--- src/rtl/cpu_pkg.sv ---
// Shared definitions for the 8-bit CPU: bus widths, opcode map and fetch-state encoding.
package cpu_pkg;

    localparam int unsigned CPU_ADDR_W = 4;
    localparam int unsigned CPU_DATA_W = 8;

    localparam logic [3:0] OP_NOP = 4'h0;
    localparam logic [3:0] OP_LDA = 4'h1;
    localparam logic [3:0] OP_ADD = 4'h2;
    localparam logic [3:0] OP_SUB = 4'h3;
    localparam logic [3:0] OP_OUT = 4'hE;
    localparam logic [3:0] OP_HLT = 4'hF;

    typedef enum logic [2:0] {
        StIdle,
        StT1,
        StT2,
        StDeliver,
        StHalted
    } fetch_state_e;

endpackage

--- src/rtl/fetch_sequencer.sv ---
// Instruction-fetch controller: reads the ROM at the PC, advances the PC, latches the
// byte into the instruction register and hands it to the decoder over valid/ready.
module fetch_sequencer
    import cpu_pkg::*;
#(
    parameter int unsigned ADDR_W = CPU_ADDR_W,
    parameter int unsigned DATA_W = CPU_DATA_W,
    parameter logic [3:0]  HLT_OP = OP_HLT
) (
    input  logic              clk,
    input  logic              rst_n,
    input  logic              run,
    input  logic [ADDR_W-1:0] pc_count,
    output logic              pc_enable,
    output logic [ADDR_W-1:0] mem_addr,
    output logic              mem_rd,
    input  logic [DATA_W-1:0] mem_data,
    output logic [DATA_W-1:0] ir,
    output logic [3:0]        opcode,
    output logic [3:0]        operand,
    output logic              instr_valid,
    input  logic              instr_ready,
    output logic              halted,
    output logic [7:0]        fetch_cnt
);

    fetch_state_e      state_q, state_d;
    logic [DATA_W-1:0] ir_q, ir_d;
    logic              valid_q, valid_d;
    logic              halted_q, halted_d;
    logic [7:0]        fetch_cnt_q, fetch_cnt_d;

    always_ff @(posedge clk or negedge rst_n) begin
        if (!rst_n) begin
            state_q     <= StIdle;
            ir_q        <= '0;
            valid_q     <= 1'b0;
            halted_q    <= 1'b0;
            fetch_cnt_q <= '0;
        end else begin
            state_q     <= state_d;
            ir_q        <= ir_d;
            valid_q     <= valid_d;
            halted_q    <= halted_d;
            fetch_cnt_q <= fetch_cnt_d;
        end
    end

    always_comb begin
        state_d     = state_q;
        ir_d        = ir_q;
        valid_d     = valid_q;
        halted_d    = halted_q;
        fetch_cnt_d = fetch_cnt_q;
        unique case (state_q)
            StIdle: begin
                if (run) state_d = StT1;
            end
            StT1: begin
                state_d = StT2;
            end
            StT2: begin
                ir_d    = mem_data;
                valid_d = 1'b1;
                state_d = StDeliver;
            end
            StDeliver: begin
                if (valid_q && instr_ready) begin
                    valid_d     = 1'b0;
                    fetch_cnt_d = fetch_cnt_q + 8'd1;
                    if (ir_q[DATA_W-1 -: 4] == HLT_OP) begin
                        halted_d = 1'b1;
                        state_d  = StHalted;
                    end else if (run) begin
                        state_d = StT1;
                    end else begin
                        state_d = StIdle;
                    end
                end
            end
            StHalted: begin
                state_d = StHalted;
            end
            default: begin
                state_d = StIdle;
            end
        endcase
    end

    // Strobes come straight from the state register so reset kills them without a clock.
    assign mem_rd      = (state_q == StT1);
    assign pc_enable   = (state_q == StT2);
    assign mem_addr    = (state_q == StT1) ? pc_count : '0;

    assign ir          = ir_q;
    assign opcode      = ir_q[DATA_W-1 -: 4];
    assign operand     = ir_q[3:0];
    assign instr_valid = valid_q;
    assign halted      = halted_q;
    assign fetch_cnt   = fetch_cnt_q;

endmodule

--- config.mk ---
export PLATFORM = sky130hd
export DESIGN_NAME = fetch_sequencer
export DESIGN_NICKNAME = d
export VERILOG_FILES = /design/src/rtl/cpu_pkg.sv /design/src/rtl/fetch_sequencer.sv
export SDC_FILE = /design/constraint.sdc
export NUM_CORES = 1
export LEC_CHECK = 0
export BUFFER_PORTS_ARGS = -buffer_cell sky130_fd_sc_hd__buf_2
export CAP_MARGIN = 20
export CORE_UTILIZATION = 35
export CTS_CLUSTER_DIAMETER = 30
export DETAILED_ROUTE_END_ITERATION = 8
export GPL_ROUTABILITY_DRIVEN = 0
export PLACE_DENSITY = 0.66
export SLEW_MARGIN = 20
export SYNTH_ARGS = -nofsm -noshare
export SYNTH_HDL_FRONTEND = slang
export SYNTH_SLANG_ARGS = --single-unit
--- constraint.sdc ---
create_clock -name clk -period 3.1 [get_ports clk]
set_input_delay 0.155 -clock clk [delete_from_list [all_inputs] [get_ports clk]]
set_output_delay 0.155 -clock clk [all_outputs]
set_load 0.1 [all_outputs]
==> summary.md <==
| Metric | Value |
|---|---|
| Post-CTS Hold Fix Bufs | 1 |
| Drt via density | 4.95 |
| Post-route DRC | 0 |
| Crit-path max FO | 10 |
| Synth top area cells | dfrtp_1, mux2_2, buf_4, xnor2_1, xor2_1 |
| Hold WC Path Type | input pin to flop |
| Final setup viols | 0 |
| Outcome | completed |
| CP startpoint kind | flop |
| # rows | 18 |
| RSZ-0062 raised after global routing | no |
| Number of flops mapped to enable cells by yosys | 0 |
| Tmin final | 1.87 ns |
| Starting Density | a little under two fifths |
| I/O Buffers | 47 |
| Worst R2R Setup Slack | 1.70 ns |
| Syn nets | 96 |
| Critical path, cell by cell | nor3b_2 > buf_4 > buf_2 |
| Most common cell in the netlist | dfrtp_1 |
| Post-synthesis register bit count | 21 |
| Die footprint | 3020 sq um |
| Antenna Cells | 0 |
| Finished Cell Area | 1240 sq um |
| Tightest Pin Transition | 0.494 ns |
| Pin count of the biggest net entering global routing | 22 |
| Critical-path top delay cell | dfrtp_1 |
| Netlist cell types | 26 |
| Synth top area share | ~54% |
| Total CTS buffers | 3 |
| Crit share post-route | between 60% and 70% |
| Nets | 141 |
| Max Cap Viol | 0 |
| Syn-to-layout area delta | 25.9% |
| Initial antenna violation count | 0 |
| Worst-Skew Late Latency | 0.31 ns |
| Post-Synthesis Cells | slightly below 80 |
| Slew margin rel. | 67.3% |
| CP max stage delay | approximately 0.54 ns |
| Main synth FF type | dfrtp_1 |
| Fin Hold WS | ~0.066 ns |
| Top Metal Used | met4 |
| Skew final | 0.00918 ns |
| DRT antenna net count | 0 |
| Grt total ovfl | 0 |
| Clk buf depth | 2 |
| Final hold vios | 0 |
| Clk root buf | clkbuf_4 |
| Total wire length | 1.83 mm |
| Drt pass-1 iters | 4 |
| Placed inst area | 1200 sq um |
| Clock-pin slew on the worst setup and hold paths | between 0.1 and 0.15 ns |
| Worst EP required | just under 3 ns |
| Routed vias | 757 |
| Yosys top cell by area | dfrtp_1 |
| Post-synth ARST share | 100% |
| Crit Path Class | flop to output port |
| Iter 0 DRT Violations | 5 |
| Gr usage total | 13.9% |
| Post-detail-place hpwl | 1.37 mm |
| Post-CTS setup buffers | 0 |
| Post-CTS sizing | 0 |
| WL met1 | 821 um |
| DR WL/cell | 12.0 um |
| Routed wl met2 | about 840 um |
| Core area | 2570 sq um |
| Ys Warns | 0 |
| Die width | 55.0 um |
| Critical path arrival | 1.71 ns |
| I/O pin total | 48 |
| Register area share after synthesis | 53.5% |
| Setup TNS | 0 ns |
| CTS sink cnt | 21 |
| Die span in y | roughly 55 um |
| Met3 wire length | ~160 um |
| Hold depth | 2 |
| First-pass GRT wire length | slightly below 3 mm |
| H-tree levels | 1 |
| Post-synth top cells | dfrtp_1, mux2_2, buf_4 |
| Crit end category | output port |
| R2R cell count | 3 |
| Syn_area_per_cell | 12.4 sq um |
| Share of cells above drive strength 1 | 54.5% |
| CTS tree | built |
| Final core occ | between 40 and 50% |
| Area of the mapped netlist | between 900 and 1000 sq um |
| F_max | 0.536 GHz |
| Fin. max-slew vios | 0 |
| Number of global-route vias before repair | 696 |
[metal layers]
metal | GRT usage (%) | vias to the layer above
met1 | 17.0 | 360
li1 | - | 359
met3 | 6.28 | 2
met2 | 22.9 | 36
met5 | 0 | -
met4 | 2.50 | 0
[layout make-up]
type,instances,area [sq um]
clock buffer,3,22.5
clock inverter,1,7.51
fill,245,1330
inverter,1,3.75
multi-input combinational,48,387
sequential,21,526
tap,30,37.5
timing repair buffer,49,253
[logic make-up after synthesis]
kind of cell,Yosys count,share of synthesized area (%)
and+or+nand+nor,25,17.1
buffers and inverters,10,7.64
xor gates and xnor gates,7,6.24
DFF,21,53.5
muxes,9,10.3
adders and majority gates,1,1.27
AOI/OAI and AO/OA,6,3.95
[flip-flops by register name, indices dropped and copies added, names as in the netlist]
name,cells
ir,8
instr_valid,1
halted,1
fetch_cnt,8
state_q,3
[metrics by stage]
step | cells | setup slack (ns)
after floorplan | 79 | 0.269
after global placement | 148 | 1.63
after detailed placement | 148 | 1.59
after CTS | 153 | 1.21
after global routing | 153 | 1.13
final | 153 | 1.23
[placed cells by master (no fill, tap or decap), types with 2 or more instances in the layout]
master,count
xor2_1,3
buf_2,47
and2_1,4
a21oi_1,2
nand4_1,3
nand2_1,2
nor2_1,2
nor3_1,3
clkbuf_4,3
xnor2_1,4
nand3_1,3
mux2_2,9
dfrtp_1,21
[worst paths after layout]
path,from,end
setup reg to reg,state_q[1]$_DFFE_PN0P_,ir[1]$_DFFE_PN0P_
hold reg to reg,fetch_cnt[7]$_DFFE_PN0P_,fetch_cnt[7]$_DFFE_PN0P_
setup / recovery,state_q[1]$_DFFE_PN0P_,pc_enable
hold / removal,mem_data[0],ir[0]$_DFFE_PN0P_
min in group asynchronous,rst_n,state_q[2]$_DFFE_PN0P_
max in group asynchronous,rst_n,fetch_cnt[6]$_DFFE_PN0P_
[worst max-delay path: cells and delay by family (launching register included)]
kind / cells / cell delay, ns
flip-flops: 1 / 0.54
AND/OR/NAND/NOR: 1 / 0.22
buffers and inverters: 2 / 0.64
Power is not shown: default switching activity piles up to over one toggle a cycle in this logic, so the estimate is an artifact.
